## config.mk

```make
export PLATFORM = sky130hd
export DESIGN_NAME = core_out_capture
export DESIGN_NICKNAME = d
export VERILOG_FILES = /design/src/rtl/core_cap_pkg.sv /design/src/rtl/core_cap_fifo.sv /design/src/rtl/core_out_capture.sv
export SDC_FILE = /design/constraint.sdc
export NUM_CORES = 1
export LEC_CHECK = 0
export BUFFER_PORTS_ARGS = -buffer_cell sky130_fd_sc_hd__clkbuf_2
export CAP_MARGIN = 10
export CORE_MARGIN = 1
export CORE_UTILIZATION = 40
export CTS_BUF_LIST = sky130_fd_sc_hd__clkbuf_8
export CTS_CLUSTER_DIAMETER = 30
export DETAILED_ROUTE_END_ITERATION = 10
export HOLD_SLACK_MARGIN = 0.15
export PLACE_DENSITY = 0.57
export SYNTH_ARGS = -nofsm -noshare
export SYNTH_HDL_FRONTEND = slang
export SYNTH_SLANG_ARGS = --single-unit
```

## constraint.sdc

```tcl
create_clock -name clk -period 3.6 [get_ports clk]
set_input_delay 0.9 -clock clk [delete_from_list [all_inputs] [get_ports clk]]
set_output_delay 0.9 -clock clk [all_outputs]
set_load 0.005 [all_outputs]
```

## src/rtl/core_cap_pkg.sv

```systemverilog
// Shared types and defaults for the core output capture block.
package core_cap_pkg;
  localparam int DEF_DATA_W = 10;
  localparam int DROP_W     = 8;

  typedef enum logic [1:0] {IDLE, TRACK, HOLD} cap_state_e;
endpackage

```

## src/rtl/core_cap_fifo.sv

```systemverilog
// Show-ahead synchronous FIFO; pointers carry one wrap bit above the address.
module core_cap_fifo #(
  parameter int DATA_W = 10,
  parameter int DEPTH  = 8,
  localparam int AW    = $clog2(DEPTH)
) (
  input  logic              clk,
  input  logic              rst_n,
  input  logic              push,
  input  logic              pop,
  input  logic [DATA_W-1:0] wdata,
  output logic [DATA_W-1:0] rdata,
  output logic              full,
  output logic              empty,
  output logic [AW:0]       level
);
  logic [DEPTH-1:0][DATA_W-1:0] mem;
  logic [AW:0]                  wptr, rptr;
  logic                         wr_en, rd_en;

  assign level = wptr - rptr;
  assign full  = (level == (AW+1)'(DEPTH));
  assign empty = (wptr == rptr);
  assign rdata = mem[rptr[AW-1:0]];

  // A pop frees the head slot in the same edge, so push-while-full is legal then.
  assign rd_en = pop && !empty;
  assign wr_en = push && (!full || rd_en);

  always_ff @(posedge clk or negedge rst_n) begin
    if (!rst_n) begin
      mem  <= '0;
      wptr <= '0;
      rptr <= '0;
    end else begin
      if (wr_en) begin
        mem[wptr[AW-1:0]] <= wdata;
        wptr              <= wptr + (AW+1)'(1);
      end
      if (rd_en) rptr <= rptr + (AW+1)'(1);
    end
  end
endmodule

```

## src/rtl/core_out_capture.sv

```systemverilog
// Samples the core output bus, qualifies stable runs, queues new values and
// accounts for samples dropped on a full queue.
module core_out_capture
  import core_cap_pkg::*;
#(
  parameter int DATA_W = DEF_DATA_W,
  parameter int DEPTH  = 8,
  parameter int STABLE = 2
) (
  input  logic                   clk,
  input  logic                   reset,
  input  logic [DATA_W-1:0]      core_out,
  input  logic                   cap_en,
  input  logic                   rd_ready,
  output logic                   rd_valid,
  output logic [DATA_W-1:0]      rd_data,
  output logic [$clog2(DEPTH):0] level,
  output logic                   overflow,
  output logic [DROP_W-1:0]      drop_cnt,
  input  logic                   clr_ovf
);
  localparam int CW = $clog2(STABLE+1);
  localparam logic [CW-1:0] STB = CW'(STABLE);

  logic [DATA_W-1:0] in_q, last_cap;
  logic [CW-1:0]     cnt;
  logic              have_last, changed, run_done, cap, full, empty, pop, drop;
  cap_state_e        state, nxt;

  assign changed  = (core_out != in_q);
  // A run that ends on this very edge is still too short to count.
  assign run_done = (cnt == STB) && !changed;

  always_ff @(posedge clk or negedge reset) begin
    if (!reset) begin
      in_q <= '0;
      cnt  <= '0;
    end else begin
      in_q <= core_out;
      if (changed)         cnt <= CW'(1);
      else if (cnt != STB) cnt <= cnt + CW'(1);
    end
  end

  always_ff @(posedge clk or negedge reset) begin
    if (!reset) state <= IDLE;
    else        state <= nxt;
  end

  always_comb begin
    nxt = state;
    cap = 1'b0;
    if (!cap_en) nxt = IDLE;
    else begin
      case (state)
        IDLE:  nxt = TRACK;
        TRACK: if (run_done) begin
          nxt = HOLD;
          cap = !have_last || (in_q != last_cap);
        end
        HOLD:  if (changed) nxt = TRACK;
        default: nxt = IDLE;
      endcase
    end
  end

  always_ff @(posedge clk or negedge reset) begin
    if (!reset) begin
      last_cap  <= '0;
      have_last <= 1'b0;
    end else if (state == IDLE) begin
      have_last <= 1'b0;
    end else if (cap) begin
      last_cap  <= in_q;
      have_last <= 1'b1;
    end
  end

  assign rd_valid = !empty;
  assign pop      = rd_valid && rd_ready;
  assign drop     = cap && full && !pop;

  core_cap_fifo #(.DATA_W(DATA_W), .DEPTH(DEPTH)) u_fifo (
    .clk   (clk),
    .rst_n (reset),
    .push  (cap),
    .pop   (pop),
    .wdata (in_q),
    .rdata (rd_data),
    .full  (full),
    .empty (empty),
    .level (level)
  );

  // A clear coinciding with a drop restarts the count at that drop.
  always_ff @(posedge clk or negedge reset) begin
    if (!reset) begin
      overflow <= 1'b0;
      drop_cnt <= '0;
    end else if (clr_ovf) begin
      overflow <= drop;
      drop_cnt <= drop ? DROP_W'(1) : '0;
    end else if (drop) begin
      overflow <= 1'b1;
      if (drop_cnt != '1) drop_cnt <= drop_cnt + DROP_W'(1);
    end
  end
endmodule

```

# Word level (Yosys, flattened, before mapping)
# Index checks and enable logic that the tools add are counted.
[op_classes] eq_ne=11 n_reduce_logical=22 addsub=5 n_lt_le_gt_ge=3 n_mux=22 bitwise_logic=1
[ops] op="$bwmux 80" n=1
[ops] op="$bmux 10 s3" n=1
[ops] op="$demux 10 s3" n=1
[ops] op="$mux 8" n=3
[ops] op="$mux 10" n=2
[ops] op="$ne 10x10->1" n=2
[ops] op="$mux 2" n=5
[ops] op="$add 4x1->4 const B" n=2
[ops] op="$add 8x1->8 const B" n=1
[ops] op="$lt 3x4->1 const B" n=2
[ops] op="$mux 1" n=8
[ops] op="$ne 8x8->1 const B" n=1
[ops] op="$reduce_bool 2->1" n=4
[ops] op="$logic_and 1x1->1" n=7
[ops] op="$ne 3x3->1 const B" n=2
[ops] op="$pmux 2 s3" n=1
[ops] op="$reduce_and 2->1" n=3
[ops] op="$logic_not 1->1" n=5
[ops] op="$eq 2x2->1 const B" n=2
[ops] op="$eq 4x4->1" n=1
[ops] op="$eq 4x4->1 const B" n=1
[ops] op="$sub 4x4->4" n=1
[ops] op="$ge 3x1->1 const B" n=1
[ops] op="$add 2x1->2 const B" n=1
[ops] op="5 further kinds" n=6
[totals] wordCells=81 ff_bits=122 input_bits=15

# Depth between registers and ports, before layout
# Gate-level depths: netlist of run 1.
[depth] depth_word=10 depth_mapped=10 mapped_depth_nobuf=8

# Hierarchy
# Synthesis of run 1 repeated with hierarchy kept, for this count alone.
[unflattened] hier_cells=425 hier_area_um2=5799.3
[by_module_without_submodules] module="core_cap_fifo" cells_each=278 n_inst=1 area_per_inst_um2=4140.2 seq_area_each_um2=2202.1
[by_module_without_submodules] module="core_out_capture" cells_each=147 n_inst=1 area_per_inst_um2=1659.1 seq_area_each_um2=850.8

# Worst setup path before layout of run 1
# OpenSTA, ideal clock, no wires.
[synth_path] path_kind="reg2reg" from="reg u_fifo.rptr[1]" to="reg u_fifo.mem[70] (netlist name)" n_path_buf=3 setup_slack_ns=0.756 arrival_time_ns=2.719 t_required_ns=3.475 stages_incl_launch_ff=11 period_less_slack_ns=2.844 cell_sequence="dfrtp_1 -> clkbuf_1 -> inv_1 -> ha_1 -> nand3_1 -> o21ai_1 -> and4_1 -> buf_2 -> or4_4 -> buf_6 -> mux2_2"
[synth_between] elab_chain_len=6 word_cells_on_any_way=9 cone_classes="add/sub (1); eq/ne (2); reduce/logical (6)"
[synth_lines] item="start, declared" line="core_cap_fifo.sv:18" rtl="logic [AW:0] wptr, rptr;"
[synth_lines] item="start signal, assigned" line="core_cap_fifo.sv:40" rtl="if (rd_en) rptr <= rptr + (AW+1)'(1);"
[synth_lines] item="branches (longest 4 deep; another with $sub 4x4->4)"
[synth_lines] item="$logic_or 1x1->1 (*)" line="core_cap_fifo.sv:28" rtl="assign wr_en = push && (!full || rd_en);"
[synth_lines] item="$logic_and 1x1->1 (*)" line="core_cap_fifo.sv:28"
[synth_lines] item="end signal, assigned by index" line="core_cap_fifo.sv:37" rtl="mem[wptr[AW-1:0]] <= wdata;"
[synth_lines] item="end, declared" line="core_cap_fifo.sv:17" rtl="logic [DEPTH-1:0][DATA_W-1:0] mem;"
# Every way passes the cells marked *.
# A chain may end at the register's enable or synchronous reset.

# Worst setup path in the final report of run 1
[layout_path] from="reg u_fifo.wptr[0]" to="reg u_fifo.mem[73] (netlist name)"
[layout_between] elab_chain_len=6 word_cells_on_any_way=15 cone_classes="add/sub (1); order compare (2); eq/ne (2); mux (3); reduce/logical (7)"
[layout_lines] item="start, declared" line="core_cap_fifo.sv:18"
[layout_lines] item="start signal, assigned" line="core_cap_fifo.sv:38" rtl="wptr <= wptr + (AW+1)'(1);"
[layout_lines] item="branches (longest 6 deep; another with $lt 3x4->1)"
# Several ways; the timed one is not identified.

==> results of run 1 <==
==> cell type report <==
| type | count | area share (%) |
|---|---|---|
| multi-input cells | 291 | 40.42 |
| clock buffers | 19 | 3.883 |
| flip-flops and latches | 122 | 45.33 |
| inverters | 11 | 0.6130 |
| clock inverters | 12 | 1.616 |
| well taps | 184 | 3.418 |
| repair buffers | 53 | 4.719 |
==> per-stage QoR <==
stage               setup slack, ns  hold WS, ns
floorplan                    0.7564       0.4604
global placement             0.4546       0.4724
detailed placement           0.4479       0.4869
CTS                          0.4985       0.4998
global route                 0.3485       0.5139
finish                       0.5096       0.5029
==> path summary, 6_finish.rpt <==
kind	from	end	slack, ns	depth (start not counted)
hold reg to reg	u_fifo.rptr[3]	u_fifo.rptr[3]	0.50	1
setup / recovery	u_fifo.wptr[0]	u_fifo.mem[73]	0.51	8
hold / removal	u_fifo.rptr[3]	u_fifo.rptr[3]	0.50	1
min in group asynchronous	reset	drop_cnt[4]	0.51	1
setup reg to reg	u_fifo.wptr[0]	u_fifo.mem[73]	0.51	8
max in group asynchronous	reset	u_fifo.mem[36]	2.26	2
==> state kept, by name, indices dropped and copies added (netlist names) <==
signal and cells:
last_cap 10, drop_cnt 8, u_fifo.mem 80, cnt 2
have_last 1, in_q 10, overflow 1, u_fifo.wptr 4
u_fifo.rptr 4, state 2
==> logic make-up after synthesis <==
family / count (synthesis) / synth area share [%]
flops: 122 / 51.31
compound gates: 13 / 1.367
simple gates: 123 / 12.24
xor+xnor: 29 / 4.269
buf+inv: 35 / 2.923
fa+ha+maj: 8 / 1.809
mux: 118 / 26.08
==> cell usage after synthesis (7+ instances only) <==
| library cell | n | area (µm²) |
|---|---|---|
| inv_1 | 11 | 41.29 |
| buf_2 | 7 | 35.03 |
| mux4_2 | 20 | 450.4 |
| dfrtp_1 | 122 | 3053 |
| nand3_1 | 11 | 55.05 |
| nand2_1 | 43 | 161.4 |
| mux2_2 | 96 | 1081 |
| xnor2_1 | 26 | 227.7 |
| nand4_1 | 16 | 100.1 |
| nor3_1 | 7 | 35.03 |
| clkbuf_1 | 8 | 30.03 |
| nor2_1 | 8 | 30.03 |
| ha_1 | 7 | 87.58 |
==> placed cells by master (no fill, tap or decap), types with 3 or more instances in the layout <==
master / count
nand4_2: 3
nor4_1: 6
clkinv_2: 6
nand3_1: 11
mux2_2: 96
nand4_1: 16
or3_1: 5
a21oi_1: 5
xnor2_1: 26
inv_1: 14
mux4_2: 20
ha_1: 7
nor2_1: 8
clkbuf_2: 37
dfrtp_1: 122
nor2b_1: 5
xor2_1: 3
clkbuf_8: 19
buf_4: 15
nor4_4: 4
nor3_1: 7
nand2_1: 43
and4_1: 3
or4_1: 4
==> layer usage <==
layer  track usage, %  wire length [µm]  up-vias
met5                0                 0        -
met4            6.920               206        0
met3            4.304               479       19
met2            30.63              6247       63
met1            25.33              5992     1992
li1                 -                 -     1723
==> power groups by stage <==
stage / Sequential, W / Clock [W] / Combinational, W
4_1_cts: 0.00140 / 0.00119 / 0.0000761
3_3_place_gp: 0.00143 / 0 / 0.0000750
5_1_grt: 0.00140 / 0.00125 / 0.0000833
2_1_floorplan: 0.00141 / 0 / 0.0000423
3_5_place_dp: 0.00143 / 0 / 0.0000757
6_report: 0.00140 / 0.00116 / 0.0000736
==> critical path, stage by stage (launching register included) <==
cell	delay, ns
dfrtp_1	0.47
inv_1	0.15
ha_1	0.23
fa_1	0.38
xnor2_1	0.22
nor3_1	0.09
and4_1	0.38
or4_4	0.72
mux2_2	0.32
==> metrics, run 1 <==
CP max FO=11; initial antenna violation count=0; actual slew at the worst max-slew pin=0.7452 ns; Post-Syn Area=5949 µm²; CTS root buf=clkbuf_8; Finished Cell Area=6735 µm²; top_reg_cell synth=dfrtp_1; TNS Setup=0 ns; H-tree levels=4; number of global-route vias before repair=3,968; Peak Freq=0.3236 GHz; Inserted Clock Buffers=17; Crit Path Category=reg -> reg; Placed Cells incl. Taps=661; internal power=0.002031 W; # Post-CTS Setup Buffers=0; Final #Nets=519; Tightest Hold Check Type=reg -> reg; setup clock skew after layout=0.008931 ns; hold_buf cts=0; routed len/inst=18.68 µm; sw frac=22.72%; # port buffers=38; post-route minimum period=3.090 ns; Design Power=0.002629 W; Final ANT Viol Nets=0; Final Cycle Share=85.84%; clock power share=44.0%; Skew-Pair Late Insertion Delay=0.45 ns; grt ovf=0; largest net degree at the start of global routing=57; max-slew violations=0; Placement Rows=44; routed wire length=12.93 mm; post-place instance area=6365 µm²; Final Hold Viols=0; CP startpoint kind=flop; Cells after Synth=448; sequential fraction of the synthesis area=51.31%; Gate power share=2.8%; RSZ-0062 raised after global routing=false; TritonCTS clock tree=yes; Die Area=15,360 µm²; Post-synth EDFFs=0; Ports=39; Slew headroom=50.32%; DRC Markers=0; asr flop ratio synth=100.0%; PwrDens=390.3 nW/µm²; Seq pwr share=53.2%; Synth Warn #=0; final core utilization=46.34%; Die X=124.0 µm; FILL cells=1,350; Initial DRT Pass Iterations=4; Final GP Congestion=0.7622; global-route usage over all layers=19.07%; n_diodes=0; Max VDD drop=0.2252 mV; initial core utilization=40.93%; first-pass GRT wire length=21.29 mm; LEAKAGE=3.305 nW; Worst-path clk slew=0.07 ns; Area Overhead vs Synth=13.21%; WP data arrival=3.42 ns; max cap viols=0; status=completed; multi-input logic area=2723 µm²; deepest clock path buffer count=2; initial DRC count=221; Unique masters post-synth=41; fin cells=692; Mapped Avg Cell Area=13.28 µm²; total core area=14,530 µm²; post-DR vias/cell=5.487; NetSw=0.0005972 W; Storage cell area=3053 µm²; syn_nets=471; Crit. End Element=flop; DP HPWL=8.596 mm; layout cell share with drive strength beyond 1=40.94%; Die Ht=124.0 µm; final setup vio count=0; Vias=3,797; CTS Sinks=122; Resize count post-CTS=0; #FFs+latches synth=122; CP required=3.93 ns
No activity file was read; power rests on OpenSTA's default activity.
==> inputs of run 2 (changes only) <==
==> constraint.sdc (replaced) <==
create_clock -name clk -period 3.6 [get_ports clk]
set_input_delay 0.36 -clock clk [delete_from_list [all_inputs] [get_ports clk]]
set_output_delay 0.36 -clock clk [all_outputs]
set_load 0.005 [all_outputs]
==> metrics, run 2 (synthesis results as in run 1) <==
initial DRC count=176; PwrDens=397.8 nW/µm²; Die X=124.0 µm; Top delay family on crit path=simple AND/OR/NAND/NOR gates; Final Hold Viols=0; RSZ-0062 raised after global routing=false; post-place instance area=6350 µm²; Finished Cell Area=6880 µm²; Max VDD drop=0.3393 mV; clock power share=45.9%; post-route minimum period=3.063 ns; routed len/inst=18.19 µm; max FFs per register=80; Largest regs=u_fifo.mem x80, in_q x10, last_cap x10; sw frac=21.36%; Final Cycle Share=85.08%; # port buffers=38; Worst path slowest cell=fa_1; total core area=14,530 µm²; actual slew at the worst max-slew pin=0.8293 ns; commonest non-fill, non-tap cell in the layout=dfrtp_1; setup clock skew after layout=0.01302 ns; grt ovf=0; number of global-route vias before repair=3,933; Peak Freq=0.3265 GHz; first-pass GRT wire length=21.02 mm; Tightest Hold Check Type=in -> reg; Gate power share=3.0%; H-tree levels=4; TritonCTS clock tree=yes; slowest stage delay, CP=0.48 ns; deepest clock path buffer count=2; Initial DRT Pass Iterations=4; initial antenna violation count=0; NetSw=0.0005846 W; DP HPWL=8.612 mm; Final #Nets=529; CTS Sinks=122; status=completed; Inserted Clock Buffers=17; worst-path cell chain=inv_1 -> ha_1 -> fa_1 -> inv_1 -> nor3_1 -> nand4_1 -> buf_4 -> nand4_2 -> mux2_2; Skew-Pair Late Insertion Delay=0.42 ns; Vias=3,746; n_diodes=0; TNS Setup=0 ns; Die Area=15,360 µm²; Worst-path clk slew=0.07 ns; CP max FO=10; initial core utilization=40.93%; Seq pwr share=51.1%; max-slew violations=0; Slew headroom=44.20%; Placement Rows=44; CP startpoint kind=flop; layout cell share with drive strength beyond 1=40.04%; Top reg by flops=u_fifo.mem; internal power=0.002152 W; Die Ht=124.0 µm; commonest non-fill, non-tap cells in the layout=dfrtp_1 (122), mux2_2 (96), nand2_1 (43), clkbuf_2 (37), xnor2_1 (26); CP required=3.90 ns; max cap viols=0; LEAKAGE=3.356 nW; WP data arrival=3.37 ns; final setup vio count=0; CTS root buf=clkbuf_8; DRC Markers=0; Ports=39; post-DR vias/cell=5.344; CP dominant cell by count=inv_1; largest net degree at the start of global routing=64; Final ANT Viol Nets=0; CP bufs+invs=3; global-route usage over all layers=18.75%; Final GP Congestion=0.7678; Crit. End Element=flop; routed wire length=12.75 mm; Crit Path Category=reg -> reg; Area Overhead vs Synth=15.65%
==> run 2: cell count changes in the layout (fill, tap and decap cells not counted), sizes merged <==
cell / previous run / this run
clkbuf: 56 / 58
inv: 14 / 12
bufinv: 2 / 3
clkinv: 6 / 4
dlygate4sd3: 0 / 12
buf: 16 / 14
==> run 2: final cells by class <==
| cell class | count | area [µm²] |
|---|---|---|
| fill | 1319 | 7654 |
| timing repair buffer | 63 | 422.9 |
| clock buffer | 21 | 289.0 |
| sequential | 122 | 3053 |
| multi-input combinational | 291 | 2723 |
| clock inverter | 9 | 121.4 |
| tap | 184 | 230.2 |
| inverter | 11 | 41.29 |
==> run 2: per-layer routing <==
layer / GRT usage [%] / vias up / part of all wire [%] / routed length (µm)
met1: 25.92 / 1928 / 49 / 6257
met2: 29.48 / 66 / 47 / 5968
met5: 0 / - / 0 / 0
met4: 4.911 / 0 / 1.0 / 131
li1: - / 1743 / - / -
met3: 4.716 / 9 / 3.1 / 397
==> run 2: worst paths after layout <==
check	start	endpoint	slack, ns	cells after the start
setup / recovery	u_fifo.wptr[0]	u_fifo.mem[25]	0.54	9
hold / removal	rd_ready	u_fifo.rptr[2]	0.21	3
setup reg to reg	u_fifo.wptr[0]	u_fifo.mem[25]	0.54	9
hold reg to reg	u_fifo.rptr[3]	u_fifo.rptr[3]	0.49	1
max in group asynchronous	reset	in_q[4]	2.23	3
min in group asynchronous	reset	drop_cnt[0]	0.58	2
==> run 2: what timing repair did <==
| action | in CTS | in global routing |
|---|---|---|
| resized for setup | 0 | 0 |
| hold buffers | 12 | 0 |
| setup buffers | 0 | 0 |
| hold endpoints to repair | 70 | 0 |
==> run 2: power by group through the flow <==
stage	logic, W	clock network (W)	registers, W
after global routing	0.0000947	0.00135	0.00140
final	0.0000832	0.00126	0.00140
after detailed placement	0.0000752	0	0.00142
after global placement	0.0000744	0	0.00142
after CTS	0.0000857	0.00129	0.00140
after floorplan	0.0000423	0	0.00141
==> run 2: worst register-to-register path, cell delays in order, from the launching register on <==
cell and delay [ns]:
dfrtp_1 0.47, inv_1 0.14, ha_1 0.22, fa_1 0.48, inv_1 0.05, nor3_1 0.24, nand4_1 0.36, buf_4 0.30
nand4_2 0.32, mux2_2 0.40
==> run 2: per-stage QoR <==
step / worst slack, ns / cells / hold slack [ns] / total power (W) / util [%]
floorplan: 0.7564 / 448 / 0.06441 / 0.001449 / -
global placement: 0.6306 / 659 / 0.4769 / 0.001499 / 43.69
detailed placement: 0.5564 / 659 / 0.4803 / 0.001499 / 43.69
CTS: 0.5448 / 701 / 0.1835 / 0.002774 / 47.34
global route: 0.3484 / 701 / 0.1882 / 0.002847 / 47.34
finish: 0.5370 / 701 / 0.2111 / 0.002737 / 47.34
==> inputs of run 3 (changes only) <==
--- a/config.mk
+++ b/config.mk
@@ -7,13 +7,15 @@
 export LEC_CHECK = 0
 export BUFFER_PORTS_ARGS = -buffer_cell sky130_fd_sc_hd__clkbuf_2
 export CAP_MARGIN = 10
+export CELL_PAD_IN_SITES_DETAIL_PLACEMENT = 1
+export CELL_PAD_IN_SITES_GLOBAL_PLACEMENT = 1
 export CORE_MARGIN = 1
 export CORE_UTILIZATION = 40
 export CTS_BUF_LIST = sky130_fd_sc_hd__clkbuf_8
 export CTS_CLUSTER_DIAMETER = 30
 export DETAILED_ROUTE_END_ITERATION = 10
-export HOLD_SLACK_MARGIN = 0.15
-export PLACE_DENSITY = 0.57
+export HOLD_SLACK_MARGIN = 0.03
+export PLACE_DENSITY = 0.67
 export SYNTH_ARGS = -nofsm -noshare
 export SYNTH_HDL_FRONTEND = slang
 export SYNTH_SLANG_ARGS = --single-unit
==> metrics, run 3 (synthesis results as in run 1) <==
Tightest Hold Check Type=in -> reg; status=completed; commonest non-fill, non-tap cell in the layout=dfrtp_1; DRC Markers=0; Inserted Clock Buffers=17; DP HPWL=8.840 mm; Skew-Pair Late Insertion Delay=0.44 ns; Peak Freq=0.3269 GHz; clock power share=47.1%; # port buffers=38; Ports=39; CP max FO=11; post-route minimum period=3.059 ns; hold_sp=core_out[4]; final setup vio count=0; actual slew at the worst max-slew pin=0.6627 ns; Initial DRT Pass Iterations=4; post-DR vias/cell=5.461; Placement Rows=44; TritonCTS clock tree=yes; fin cells=696; CTS Sinks=122; number of global-route vias before repair=4,120; RSZ-0062 raised after global routing=false; deepest clock path buffer count=2; Die Area=15,360 µm²; Worst-path clk slew=0.07 ns; largest net degree at the start of global routing=123; r2r startpoint=u_fifo.wptr[0]; Crit. End Element=flop; Placed Cells incl. Taps=659; Gate power share=2.9%; setup clock skew after layout=0.008156 ns; global-route usage over all layers=20.41%; LEAKAGE=3.344 nW; Final ANT Viol Nets=0; layout cell share with drive strength beyond 1=40.04%; H-tree levels=4; Final Cycle Share=84.98%; CTS root buf=clkbuf_8; Finished Cell Area=6854 µm²; Final GP Congestion=0.7896; max-slew violations=0; Slew headroom=55.82%; WP data arrival=3.38 ns; first-pass GRT wire length=22.66 mm; PwrDens=407.8 nW/µm²; n_diodes=0; Max VDD drop=0.2670 mV; total core area=14,530 µm²; grt ovf=0; CP required=3.92 ns; initial DRC count=167; post-place instance area=6350 µm²; Vias=3,801; Setup crit start=u_fifo.wptr[0]; internal power=0.002198 W; routed wire length=13.50 mm; Largest regs=u_fifo.mem x80, in_q x10, last_cap x10; commonest non-fill, non-tap cells in the layout=dfrtp_1 (122), mux2_2 (96), nand2_1 (43), clkbuf_2 (37), xnor2_1 (26); routed len/inst=19.39 µm; CP startpoint kind=flop; Area Overhead vs Synth=15.20%; Die X=124.0 µm; Crit Path Category=reg -> reg; Die Ht=124.0 µm; reg2reg path depth=8; Final Hold Viols=0; Final #Nets=525; max cap viols=0; TNS Setup=0 ns; initial antenna violation count=0; initial core utilization=40.93%; NetSw=0.0005969 W; Seq pwr share=50.0%; Top reg by flops=u_fifo.mem; Min-Delay Path Depth=1; sw frac=21.36%; max FFs per register=80; Design Power=0.002795 W
[run 3: changes by cell type in the layout (fill, tap and decap cells not counted), sizes merged]
cell / previous run / this run
clkinv: 4 / 2
inv: 12 / 13
clkbuf: 58 / 57
bufinv: 3 / 4
dlygate4sd3: 12 / 8
[run 3: path summary, 6_finish.rpt]
path	endpoint	slack, ns
setup reg to reg	u_fifo.mem[79]	0.54
hold reg to reg	u_fifo.rptr[3]	0.49
max in group asynchronous	u_fifo.mem[69]	2.55
hold / removal	in_q[4]	0.06
min in group asynchronous	cnt[0]	0.54
setup / recovery	u_fifo.mem[79]	0.54
[run 3: worst max-delay path, stage by stage, from the launching register on]
cell and delay, ns:
dfrtp_1 0.48, inv_1 0.14, ha_1 0.22, fa_1 0.48, inv_1 0.05, nor3_1 0.28
and4_1 0.58, or4_4 0.34, mux2_2 0.35
[run 3: area by class of cell]
type,count,area (µm²)
clock buffer,20,275.3
clock inverter,9,148.9
fill,1519,7680
inverter,11,41.29
multi-input combinational,291,2723
sequential,122,3053
tap,184,230.2
timing repair buffer,59,382.9
[run 3: routing by layer]
| metal | global-route usage, % | part of all wire [%] |
|---|---|---|
| met1 | 27.52 | 47 |
| met2 | 32.71 | 49 |
| met3 | 3.938 | 2.6 |
| met4 | 7.589 | 1.3 |
| met5 | 0 | 0 |
[run 3: per-stage QoR]
stage / setup WS, ns / util (%) / hold slack (ns)
after detailed placement: 0.5778 / 43.69 / 0.4814
final: 0.5406 / 47.16 / 0.05934
after global routing: 0.3724 / 47.16 / 0.03838
after floorplan: 0.7564 / - / 0.06441
after CTS: 0.5431 / 47.16 / 0.03113
after global placement: 0.7152 / 43.69 / 0.4749
[run 3: repair_timing]
item                      in CTS  in global routing
setup buffers                  0                  0
gates resized for setup        0                  0
hold endpoints to repair      16                  0
hold buffers                   8                  0
[run 3: power groups by stage]
stage	registers, W	logic [W]	clock network [W]
after detailed placement	0.00142	0.0000756	0
final	0.00140	0.0000797	0.00132
after global routing	0.00140	0.0000923	0.00142
after floorplan	0.00141	0.0000423	0
after CTS	0.00140	0.0000827	0.00136
after global placement	0.00142	0.0000736	0
